--- src/rtl/freq_meter_pkg.sv ---
// Shared constants and FSM state type for the frequency-meter display path.
// Latency: n/a (declarations only).
// Backpressure: n/a (declarations only).
package freq_meter_pkg;

  localparam int NDIG     = 4;     // display digits
  localparam int DIG_W    = 4;     // bits per BCD digit
  localparam int MAX_DISP = 9999;  // largest value the 4 digits can show

  typedef enum logic [1:0] {
    IDLE  = 2'd0,
    SHIFT = 2'd1,
    DONE  = 2'd2
  } state_t;

endpackage

--- src/rtl/freq_bcd_conv_if.sv ---
// Handshake and digit bus between the gate counter, the BCD converter and the scanner.
// Latency: n/a (wires only).
// Backpressure: none; start is only honoured while the converter is idle.
// Signals: start/bin (request, driven by master), busy/done/ovf/dig1..dig4 (result, driven by slave).
interface freq_bcd_conv_if #(
  parameter int BIN_W = 14
);
  import freq_meter_pkg::*;

  logic             start;
  logic [BIN_W-1:0] bin;
  logic             busy;
  logic             done;
  logic             ovf;
  logic [DIG_W-1:0] dig1;
  logic [DIG_W-1:0] dig2;
  logic [DIG_W-1:0] dig3;
  logic [DIG_W-1:0] dig4;

  modport master (
    output start, bin,
    input  busy, done, ovf, dig1, dig2, dig3, dig4
  );

  modport slave (
    input  start, bin,
    output busy, done, ovf, dig1, dig2, dig3, dig4
  );

endinterface

--- src/rtl/bcd_adj3.sv ---
// Double-dabble correction cell: adds 3 to a BCD nibble that is 5 or more.
// Latency: combinational.
// Backpressure: none.
// Ports: i_nib (nibble before shift), o_nib (corrected nibble).
module bcd_adj3
  import freq_meter_pkg::*;
(
  input  logic [DIG_W-1:0] i_nib,
  output logic [DIG_W-1:0] o_nib
);

  assign o_nib = (i_nib >= DIG_W'(5)) ? (i_nib + DIG_W'(3)) : i_nib;

endmodule

--- src/rtl/freq_bcd_conv.sv ---
// Iterative binary-to-BCD converter feeding the 4-digit 7-segment scanner; saturates at 9999 with ovf.
// Latency: BIN_W+1 cycles from accepted start to done; one conversion per BIN_W+2 cycles at best.
// Backpressure: start is ignored (not queued) while busy; digits hold between conversions.
// Ports: clk, rst (sync, active-high); bus.slave carries start/bin in, busy/done/ovf/dig1..dig4 out.
module freq_bcd_conv
  import freq_meter_pkg::*;
#(
  parameter int BIN_W = 14
) (
  input  logic                 clk,
  input  logic                 rst,
  freq_bcd_conv_if.slave       bus
);

  localparam int               BCD_W    = NDIG * DIG_W;
  localparam int               CNT_W    = $clog2(BIN_W);
  localparam logic [CNT_W-1:0] CNT_LAST = CNT_W'(BIN_W - 1);
  localparam logic [BIN_W-1:0] MAX_BIN  = BIN_W'(MAX_DISP);

  state_t             r_state;
  logic [CNT_W-1:0]   r_cnt;
  logic [BIN_W-1:0]   r_sr;
  logic [BCD_W-1:0]   r_bcd;
  logic               r_ovf_pend;
  logic               r_ovf;
  logic               r_done;
  logic [BCD_W-1:0]   r_dig;
  logic [BCD_W-1:0]   w_adj;

  // Correct every nibble before the shift so each doubles into a valid BCD digit.
  for (genvar g = 0; g < NDIG; g++) begin : g_adj
    bcd_adj3 u_adj (
      .i_nib (r_bcd[g*DIG_W +: DIG_W]),
      .o_nib (w_adj[g*DIG_W +: DIG_W])
    );
  end

  always_ff @(posedge clk) begin
    if (rst) begin
      r_state    <= IDLE;
      r_cnt      <= '0;
      r_sr       <= '0;
      r_bcd      <= '0;
      r_ovf_pend <= 1'b0;
      r_ovf      <= 1'b0;
      r_done     <= 1'b0;
      r_dig      <= '0;
    end else begin
      r_done <= 1'b0;
      case (r_state)
        IDLE: begin
          if (bus.start) begin
            r_sr       <= bus.bin;
            r_bcd      <= '0;
            r_cnt      <= '0;
            r_ovf_pend <= (bus.bin > MAX_BIN);
            r_state    <= SHIFT;
          end
        end
        SHIFT: begin
          // Carry out of the top BCD bit only happens for out-of-range inputs, which saturate.
          r_bcd <= {w_adj[BCD_W-2:0], r_sr[BIN_W-1]};
          r_sr  <= r_sr << 1;
          r_cnt <= r_cnt + CNT_W'(1);
          if (r_cnt == CNT_LAST) begin
            r_state <= DONE;
          end
        end
        DONE: begin
          r_dig   <= r_ovf_pend ? {NDIG{DIG_W'(9)}} : r_bcd;
          r_ovf   <= r_ovf_pend;
          r_done  <= 1'b1;
          r_state <= IDLE;
        end
        default: r_state <= IDLE;
      endcase
    end
  end

  assign bus.busy = (r_state != IDLE);
  assign bus.done = r_done;
  assign bus.ovf  = r_ovf;
  assign bus.dig1 = r_dig[0*DIG_W +: DIG_W];
  assign bus.dig2 = r_dig[1*DIG_W +: DIG_W];
  assign bus.dig3 = r_dig[2*DIG_W +: DIG_W];
  assign bus.dig4 = r_dig[3*DIG_W +: DIG_W];

endmodule

--- src/flat_wrapper.sv ---
// flat-port wrapper written by rule: the top's interface ports become plain ports
module freq_bcd_conv_flat import freq_meter_pkg::*;
#(
  parameter int BIN_W = 14
)
  (clk, rst, bus_start, bus_bin, bus_busy, bus_done, bus_ovf, bus_dig1, bus_dig2, bus_dig3, bus_dig4);
  freq_bcd_conv_if #(.BIN_W(BIN_W)) bus_i ();
  input  logic clk;
  input  logic rst;
  input wire logic [$bits(bus_i.start)-1:0] bus_start;
  input wire logic [$bits(bus_i.bin)-1:0] bus_bin;
  output wire logic [$bits(bus_i.busy)-1:0] bus_busy;
  output wire logic [$bits(bus_i.done)-1:0] bus_done;
  output wire logic [$bits(bus_i.ovf)-1:0] bus_ovf;
  output wire logic [$bits(bus_i.dig1)-1:0] bus_dig1;
  output wire logic [$bits(bus_i.dig2)-1:0] bus_dig2;
  output wire logic [$bits(bus_i.dig3)-1:0] bus_dig3;
  output wire logic [$bits(bus_i.dig4)-1:0] bus_dig4;
  assign bus_i.start = bus_start;
  assign bus_i.bin = bus_bin;
  assign bus_busy = bus_i.busy;
  assign bus_done = bus_i.done;
  assign bus_ovf = bus_i.ovf;
  assign bus_dig1 = bus_i.dig1;
  assign bus_dig2 = bus_i.dig2;
  assign bus_dig3 = bus_i.dig3;
  assign bus_dig4 = bus_i.dig4;
  freq_bcd_conv #(.BIN_W(BIN_W)) u_core (.clk(clk), .rst(rst), .bus(bus_i));
endmodule
--- config.mk ---
export PLATFORM = sky130hd
export DESIGN_NAME = freq_bcd_conv_flat
export DESIGN_NICKNAME = d
export VERILOG_FILES = /design/src/rtl/freq_meter_pkg.sv /design/src/rtl/freq_bcd_conv_if.sv /design/src/rtl/bcd_adj3.sv /design/src/rtl/freq_bcd_conv.sv /design/src/flat_wrapper.sv
export SDC_FILE = /design/constraint.sdc
export NUM_CORES = 1
export LEC_CHECK = 0
export ABC_AREA = 1
export BUFFER_PORTS_ARGS = -buffer_cell sky130_fd_sc_hd__buf_2
export CAP_MARGIN = 40
export CORE_MARGIN = 10
export CORE_UTILIZATION = 51
export DETAILED_ROUTE_END_ITERATION = 8
export GPL_TIMING_DRIVEN = 0
export HOLD_SLACK_MARGIN = 0.02
export PLACE_DENSITY = 0.75
export SLEW_MARGIN = 20
export SYNTH_ARGS = -nofsm -noshare
export SYNTH_HDL_FRONTEND = slang
export SYNTH_SLANG_ARGS = --single-unit
--- constraint.sdc ---
create_clock -name clk -period 1.12 [get_ports clk]
set_clock_uncertainty 0.05 [all_clocks]
set_input_delay 0 -clock clk [delete_from_list [all_inputs] [get_ports clk]]
set_output_delay 0 -clock clk [all_outputs]
set_load 0.005 [all_outputs]
==> impl_metrics.xml, run 1 <==
<?xml version="1.0" encoding="UTF-8"?>
<metrics>
  <group name="outcome">
    <metric name="outcome" unit="">finished with violations</metric>
    <metric name="failing_checks" unit="">setup timing</metric>
  </group>
  <group name="yosys">
    <metric name="combinational_family_with_the_most_area_after_synthesis" unit="">simple AND/OR/NAND/NOR gates</metric>
    <metric name="synth_top_area_cell" unit="">sky130_fd_sc_hd__dfxtp_1</metric>
    <metric name="yosysSeqAreaShare" unit="%">43.9</metric>
    <metric name="yosys_register_bits" unit="">55</metric>
    <metric name="synth_compound_area_share" unit="%">14.4</metric>
    <metric name="synth-adder-area-share" unit="%">4.99</metric>
    <metric name="netlist_area_before_placement" unit="sq um">2510</metric>
    <metric name="syn_area_per_cell" unit="sq um">7.12</metric>
    <metric name="yosys.area_share.xor_xnor" unit="%">0</metric>
    <metric name="post_synth_and_or_nand_nor_area_fraction" unit="%">29.4</metric>
    <metric name="synth_mux_area_share" unit="%">0</metric>
    <metric name="synthesis.instances" unit="">352</metric>
    <metric name="yosys-top-cells-area" unit="">sky130_fd_sc_hd__dfxtp_1 44%, sky130_fd_sc_hd__nand2_1 18%, sky130_fd_sc_hd__a21oi_1 6.8%</metric>
    <metric name="synth_cell_type_count" unit="">21</metric>
    <metric name="synth.yosys.warnings" unit="">0</metric>
    <metric name="synth_top_area_share" unit="%">43.9</metric>
    <metric name="synthesis.nets" unit="">379</metric>
  </group>
  <group name="global_routing">
    <metric name="grt_antenna_before_repair" unit="">0</metric>
    <metric name="wire_length_of_the_first_global_routing_pass" unit="um">12400</metric>
    <metric name="number_of_global_route_vias_before_repair" unit="">2568</metric>
    <metric name="grt_max_degree" unit="">17</metric>
    <metric name="grt.total_usage" unit="%">17.9</metric>
    <metric name="globalRoute.totalOverflow" unit="">0</metric>
  </group>
  <group name="power">
    <metric name="power_density_over_the_cells" unit="nW/um^2">970</metric>
    <metric name="p_total" unit="mW">3.62</metric>
    <metric name="p_leak" unit="nW">1.65</metric>
    <metric name="vdd.ir_drop.worst" unit="uV">696</metric>
  </group>
  <group name="floorplanning">
    <metric name="row_count" unit="">25</metric>
    <metric name="io_pins" unit="">36</metric>
    <metric name="fp.dieArea" unit="sq um">8120</metric>
    <metric name="placeableCoreArea" unit="sq um">4750</metric>
    <metric name="floorplan.initialDensity" unit="%">52.7</metric>
    <metric name="die_h" unit="um">90.1</metric>
    <metric name="chipWidth" unit="um">90.1</metric>
  </group>
  <group name="timing">
    <metric name="slew_violations" unit="">0</metric>
    <metric name="hold_slack" unit="ns">0.0684</metric>
    <metric name="final.setup.worst_slack" unit="ns">-0.166</metric>
    <metric name="fin_crit" unit="ns">1.29</metric>
    <metric name="hold_viol" unit="">0</metric>
    <metric name="worst_slew_pin_slew" unit="ns">0.576</metric>
    <metric name="maximum_clock_rate" unit="MHz">778</metric>
    <metric name="post-route-period-util" unit="%">115</metric>
    <metric name="slew_margin_rel" unit="%">61.6</metric>
    <metric name="timing.final.setup_violations" unit="">55</metric>
    <metric name="rsz_0062_raised_after_global_routing" unit="">true</metric>
  </group>
  <group name="final_layout">
    <metric name="finalCoreUtilization" unit="%">78.5</metric>
    <metric name="diodes" unit="">0</metric>
    <metric name="drive_gt1_share" unit="%">38.1</metric>
    <metric name="layoutNonFillerInstCount" unit="">516</metric>
    <metric name="fill_cells" unit="">314</metric>
    <metric name="fin_nets" unit="">475</metric>
    <metric name="area_delta_synth_final" unit="%">48.9</metric>
  </group>
  <group name="worst_setup_path">
    <metric name="critical_path.endpoint_type" unit="">flop</metric>
    <metric name="worstPathRequired" unit="ns">1.31</metric>
    <metric name="worst_path_class_setup" unit="">reg2reg</metric>
    <metric name="worstSetupStartpointType" unit="">flop</metric>
    <metric name="path_max_fanout" unit="">5</metric>
    <metric name="timing.critical_path.arrival" unit="ns">1.48</metric>
  </group>
  <group name="job">
    <metric name="maxCapViolations" unit="">0</metric>
  </group>
  <group name="clocking">
    <metric name="cts_made_buffers" unit="">5</metric>
    <metric name="clkLatencyLatePin" unit="ns">0.32</metric>
    <metric name="clock_path_buffers" unit="">2</metric>
    <metric name="ctsHtreeMaxLevel" unit="">2</metric>
    <metric name="tritoncts" unit="">built</metric>
    <metric name="cts.sink_count" unit="">55</metric>
    <metric name="clock_root_buffer" unit="">sky130_fd_sc_hd__clkbuf_8</metric>
    <metric name="clk_pin_slew" unit="ns">0.10</metric>
  </group>
  <group name="detailed_routing">
    <metric name="route.antenna.remaining_nets" unit="">0</metric>
    <metric name="drt_wl_total" unit="um">8510</metric>
    <metric name="wl_per_cell" unit="um">16.5</metric>
    <metric name="length_of_the_first_detailed_routing_pass_in_iterations" unit="">5</metric>
    <metric name="drt-initial-drc-count" unit="">337</metric>
    <metric name="dr_total_vias" unit="">2869</metric>
    <metric name="via_per_inst" unit="">5.56</metric>
    <metric name="drc" unit="">0</metric>
  </group>
  <group name="min_path">
    <metric name="hold_class" unit="">in2reg</metric>
  </group>
  <group name="place">
    <metric name="last_weighted_congestion_value_of_the_routability_driven_placer" unit="">0.856</metric>
    <metric name="dp_hpwl" unit="um">4270</metric>
    <metric name="port_buffers" unit="">35</metric>
    <metric name="placed_cells_incl_taps" unit="">454</metric>
    <metric name="place_worst_setup_slack" unit="ns">-0.287</metric>
  </group>
</metrics>
repair_timing:
action	CTS	global route
endpoints found under the setup margin	53	55
hold buffers	14	0
cloned	6	0
gates resized for setup	58	59
pin swaps	18	29
setup buffers	22	14
endpoints found under the hold margin	15	0
layout make-up:
| class | count | area (sq um) | share of cell area (%) |
|---|---|---|---|
| Buffer | 13 | 110 | 2.95 |
| Inverter | 31 | 154 | 4.12 |
| Clock inverter | 2 | 12.5 | 0.335 |
| Multi-Input combinational cell | 254 | 1520 | 40.8 |
| Clock buffer | 6 | 72.6 | 1.94 |
| Sequential cell | 55 | 1130 | 30.3 |
| Timing Repair inverter | 1 | 6.26 | 0.168 |
| Timing Repair Buffer | 87 | 642 | 17.2 |
| Tap cell | 67 | 83.8 | 2.25 |
per-layer routing:
metal | wire length [um] | GRT usage, % | up-vias
met2 | 4210 | 30.3 | 143
met1 | 3440 | 20.9 | 1355
met3 | 679 | 4.74 | 21
met4 | 182 | 7.56 | 0
li1 | - | - | 1350
met5 | 0 | 0 | -
placed cells by master (no fill, tap or decap), types with 5 or more instances in the layout:
cell                             n
sky130_fd_sc_hd__nand2_1        97
sky130_fd_sc_hd__dfxtp_1        42
sky130_fd_sc_hd__buf_2          36
sky130_fd_sc_hd__a21oi_1        28
sky130_fd_sc_hd__buf_4          27
sky130_fd_sc_hd__nor2_1         19
sky130_fd_sc_hd__buf_6          16
sky130_fd_sc_hd__nand3_1        16
sky130_fd_sc_hd__inv_1          15
sky130_fd_sc_hd__dlygate4sd3_1  14
sky130_fd_sc_hd__nand2_2        13
sky130_fd_sc_hd__a31oi_1        12
sky130_fd_sc_hd__inv_4          10
sky130_fd_sc_hd__nand2_4         8
sky130_fd_sc_hd__o21ai_0         8
sky130_fd_sc_hd__nand4_1         8
sky130_fd_sc_hd__dfxtp_2         8
sky130_fd_sc_hd__a21oi_2         6
sky130_fd_sc_hd__ha_4            6
sky130_fd_sc_hd__nor2_4          5
sky130_fd_sc_hd__o211ai_1        5
sky130_fd_sc_hd__clkbuf_8        5
sky130_fd_sc_hd__dfxtp_4         5
cell usage after synthesis, drive strengths merged:
| cell type | instances |
|---|---|
| nand2 | 118 |
| dfxtp | 55 |
| a21oi | 34 |
| inv | 31 |
| nor2 | 26 |
| nand3 | 22 |
| o21ai | 15 |
| a31oi | 12 |
| buf | 10 |
| ha | 10 |
| nand4 | 8 |
| o211ai | 5 |
| clkbuf | 4 |
| nor3 | 2 |
power breakdown:
part / switching [mW] / internal, mW
clock: 0.662 / 0.439
combinational: 0.274 / 0.220
sequential: 0.0354 / 1.99
flip-flops by register name (all words and copies together) (netlist names):
signal             flops
u_core.r_ovf_pend      1
u_core.bus.ovf         1
u_core.r_dig          16
u_core.r_sr           14
u_core.r_cnt           4
u_core.bus.done        1
u_core.r_bcd          16
u_core.r_state         2
metrics by stage:
stage | setup TNS, ns | instance area, sq um
floorplan | -0.00201 | 2560
CTS | -2.05 | 3430
detailed placement | -8.06 | 2820
finish | -5.45 | 3730
global route | -8.44 | 3730
global placement | -6.74 | 2820
cell families after synthesis:
family	after synthesis
and+or+nand+nor	176
AOI/OAI and AO/OA	66
DFF	55
buffers and inverters	45
adders and majority gates	10
worst paths after layout:
path,to,cells after the start,start,slack (ns)
hold / removal,u_core.r_cnt[3],4,rst,0.07
setup reg to reg,u_core.r_dig[9],6,u_core.r_state[1],-0.17
hold reg to reg,u_core.r_dig[8],2,u_core.r_dig[8],0.41
setup / recovery,u_core.r_dig[9],6,u_core.r_state[1],-0.17
critical path: stages, from the launching register on:
cell and delay (ns):
sky130_fd_sc_hd__dfxtp_4 0.40, sky130_fd_sc_hd__inv_6 0.06, sky130_fd_sc_hd__nor2_4 0.18, sky130_fd_sc_hd__inv_4 0.09, sky130_fd_sc_hd__nor2_4 0.20, sky130_fd_sc_hd__nand2_1 0.08
sky130_fd_sc_hd__a21oi_1 0.14
No activity file was read; power rests on OpenSTA's default activity.
==> run 2, diff against run 1 <==
--- a/config.mk
+++ b/config.mk
@@ -11,7 +11,6 @@
 export CORE_MARGIN = 10
 export CORE_UTILIZATION = 51
 export DETAILED_ROUTE_END_ITERATION = 8
-export GPL_TIMING_DRIVEN = 0
 export HOLD_SLACK_MARGIN = 0.02
 export PLACE_DENSITY = 0.75
 export SLEW_MARGIN = 20
==> run 2 against run 1 <==
Net effect:
- the flow still finishes with violations (setup timing)
- sequential cell count unchanged
- count of clock-buffer cells in the layout up 2
- global-route usage down 0.55 points
- core utilization up 2.4 points
- critical endpoint is now u_core.r_cnt[3]
- largest cell class unchanged
==> impl_metrics.xml, run 2 (synthesis gave the netlist of run 1 again) <==
<?xml version="1.0" encoding="UTF-8"?>
<metrics>
  <group name="worst_setup_path">
    <metric name="worstReg2RegStart" unit="">u_core.r_state[0]</metric>
    <metric name="timing.critical_path.arrival" unit="ns">1.52</metric>
    <metric name="reg2reg_depth" unit="">6</metric>
    <metric name="setup.worst_path.start" unit="">u_core.r_state[0]</metric>
    <metric name="worst-r2r-setup-slack" unit="ns">-0.21</metric>
    <metric name="critical_path.endpoint_type" unit="">flop</metric>
    <metric name="worst_path_class_setup" unit="">reg2reg</metric>
    <metric name="worstPathRequired" unit="ns">1.31</metric>
    <metric name="worstSetupStartpointType" unit="">flop</metric>
    <metric name="path_max_fanout" unit="">6</metric>
    <metric name="critical_path.reg2reg.endpoint" unit="">u_core.r_cnt[3]</metric>
  </group>
  <group name="global_routing">
    <metric name="grt.total_usage" unit="%">17.4</metric>
    <metric name="grt_antenna_before_repair" unit="">0</metric>
    <metric name="wire_length_of_the_first_global_routing_pass" unit="um">12000</metric>
    <metric name="grt_max_degree" unit="">32</metric>
    <metric name="number_of_global_route_vias_before_repair" unit="">2628</metric>
    <metric name="globalRoute.totalOverflow" unit="">0</metric>
  </group>
  <group name="detailed_routing">
    <metric name="via_per_inst" unit="">5.70</metric>
    <metric name="route.antenna.remaining_nets" unit="">0</metric>
    <metric name="drt-initial-drc-count" unit="">246</metric>
    <metric name="length_of_the_first_detailed_routing_pass_in_iterations" unit="">5</metric>
    <metric name="drc" unit="">0</metric>
    <metric name="wl_per_cell" unit="um">17.6</metric>
    <metric name="dr_total_vias" unit="">2899</metric>
    <metric name="drt_wl_total" unit="um">8940</metric>
  </group>
  <group name="clocking">
    <metric name="clock_path_buffers" unit="">2</metric>
    <metric name="cts.sink_count" unit="">55</metric>
    <metric name="cts_made_buffers" unit="">5</metric>
    <metric name="clk_pin_slew" unit="ns">0.10</metric>
    <metric name="tritoncts" unit="">built</metric>
    <metric name="clock_root_buffer" unit="">sky130_fd_sc_hd__clkbuf_8</metric>
    <metric name="ctsHtreeMaxLevel" unit="">2</metric>
    <metric name="clkLatencyLatePin" unit="ns">0.31</metric>
  </group>
  <group name="min_path">
    <metric name="holdCritStartpoint" unit="">rst</metric>
    <metric name="hold_path_end" unit="">u_core.r_bcd[13]</metric>
    <metric name="cell_count_of_the_worst_hold_path" unit="">3</metric>
    <metric name="hold_class" unit="">in2reg</metric>
  </group>
  <group name="floorplanning">
    <metric name="floorplan.initialDensity" unit="%">52.7</metric>
    <metric name="io_pins" unit="">36</metric>
    <metric name="chipWidth" unit="um">90.1</metric>
    <metric name="row_count" unit="">25</metric>
    <metric name="die_h" unit="um">90.1</metric>
    <metric name="fp.dieArea" unit="sq um">8120</metric>
    <metric name="placeableCoreArea" unit="sq um">4750</metric>
  </group>
  <group name="final_layout">
    <metric name="fin_nets" unit="">468</metric>
    <metric name="mostFrequentLayoutCells" unit="">84 x sky130_fd_sc_hd__nand2_1, 44 x sky130_fd_sc_hd__dfxtp_1, 36 x sky130_fd_sc_hd__buf_2, 27 x sky130_fd_sc_hd__nand2_2, 22 x sky130_fd_sc_hd__buf_4</metric>
    <metric name="postLayoutCellArea" unit="sq um">3850</metric>
    <metric name="area_delta_synth_final" unit="%">53.4</metric>
    <metric name="final_common_cell" unit="">sky130_fd_sc_hd__nand2_1</metric>
    <metric name="drive_gt1_share" unit="%">43.9</metric>
    <metric name="largestRegisters" unit="">u_core.r_bcd (16), u_core.r_dig (16), u_core.r_sr (14)</metric>
    <metric name="fill_cells" unit="">300</metric>
    <metric name="layoutNonFillerInstCount" unit="">509</metric>
    <metric name="diodes" unit="">0</metric>
  </group>
  <group name="timing">
    <metric name="slew_margin_rel" unit="%">72.1</metric>
    <metric name="hold_viol" unit="">0</metric>
    <metric name="maximum_clock_rate" unit="MHz">751</metric>
    <metric name="post-route-period-util" unit="%">119</metric>
    <metric name="fin_crit" unit="ns">1.33</metric>
    <metric name="rsz_0062_raised_after_global_routing" unit="">true</metric>
    <metric name="final.setup.worst_slack" unit="ns">-0.211</metric>
    <metric name="timing.final.setup_violations" unit="">52</metric>
    <metric name="worst_slew_pin_slew" unit="ns">0.418</metric>
    <metric name="slew_violations" unit="">0</metric>
  </group>
  <group name="job">
    <metric name="maxCapViolations" unit="">0</metric>
  </group>
  <group name="power">
    <metric name="p_total" unit="mW">3.83</metric>
    <metric name="p_leak" unit="nW">1.66</metric>
    <metric name="power_density_over_the_cells" unit="nW/um^2">994</metric>
    <metric name="vdd.ir_drop.worst" unit="uV">1000</metric>
  </group>
  <group name="outcome">
    <metric name="outcome" unit="">finished with violations</metric>
    <metric name="failing_checks" unit="">setup timing</metric>
  </group>
  <group name="place">
    <metric name="dp_hpwl" unit="um">4160</metric>
    <metric name="last_weighted_congestion_value_of_the_routability_driven_placer" unit="">0.830</metric>
    <metric name="port_buffers" unit="">35</metric>
    <metric name="placed_area" unit="sq um">2940</metric>
    <metric name="placed_cells_incl_taps" unit="">462</metric>
  </group>
</metrics>
==> run 2: repair_timing <==
item                                    CTS  global route
endpoints found under the setup margin   37            54
buffers inserted                         13             9
hold endpoints to repair                 15             0
resized for setup                        40            92
hold buffers                             14             0
pin swaps                                22            28
cloned                                    2             3
==> run 2: worst max-delay path by stage <==
stage / end / slack (ns) / cells past startpoint
after global placement: u_core.r_bcd[4] / -0.08 / 9
after global routing: u_core.r_bcd[12] / -0.24 / 7
final: u_core.r_cnt[3] / -0.21 / 6
after floorplan: u_core.r_bcd[4] / -0.002 / 9
after CTS: u_core.r_bcd[4] / -0.10 / 9
after detailed placement: u_core.r_bcd[4] / -0.12 / 9
==> run 2: final cells by class <==
| class | instances | area (sq um) | area share, % |
|---|---|---|---|
| clock buffer | 8 | 100 | 2.60 |
| inverter | 31 | 139 | 3.61 |
| multi-input combinational | 252 | 1580 | 41.0 |
| sequential | 55 | 1120 | 29.2 |
| tap | 67 | 83.8 | 2.18 |
| timing repair buffer | 96 | 826 | 21.5 |
==> run 2: worst max-delay path, stage by stage, from the launching register on <==
cell                      delay (ns)
sky130_fd_sc_hd__dfxtp_4        0.40
sky130_fd_sc_hd__inv_4          0.06
sky130_fd_sc_hd__nor2_4         0.19
sky130_fd_sc_hd__buf_6          0.19
sky130_fd_sc_hd__buf_6          0.11
sky130_fd_sc_hd__nand2_1        0.07
sky130_fd_sc_hd__a21oi_2        0.19
==> run 2: power by group <==
group / leakage (nW) / switching (mW) / total (mW) / internal [mW]
logic: 1.16 / 0.295 / 0.562 / 0.267
registers: 0.452 / 0.0448 / 2.04 / 1.99
clock network: 0.0515 / 0.658 / 1.22 / 0.566
==> run 2: per-layer routing <==
layer	global-route usage, %	up-vias	wire length [um]
li1	-	1345	-
met1	19.8	1326	3400
met2	30.1	176	4320
met3	5.15	52	783
met4	6.10	0	439
met5	0	-	0
==> run 2: stage by stage <==
step / util (%) / hold slack (ns) / setup WS, ns / TNS (ns)
after global routing: 80.9 / 0.0607 / -0.243 / -7.35
after global placement: 61.8 / 0.210 / -0.0754 / -0.439
final: 80.9 / 0.0833 / -0.211 / -4.35
after detailed placement: 61.8 / 0.218 / -0.116 / -1.01
after floorplan: - / 0.0929 / -0.00201 / -0.00201
after CTS: 73.0 / 0.0285 / -0.104 / -1.01
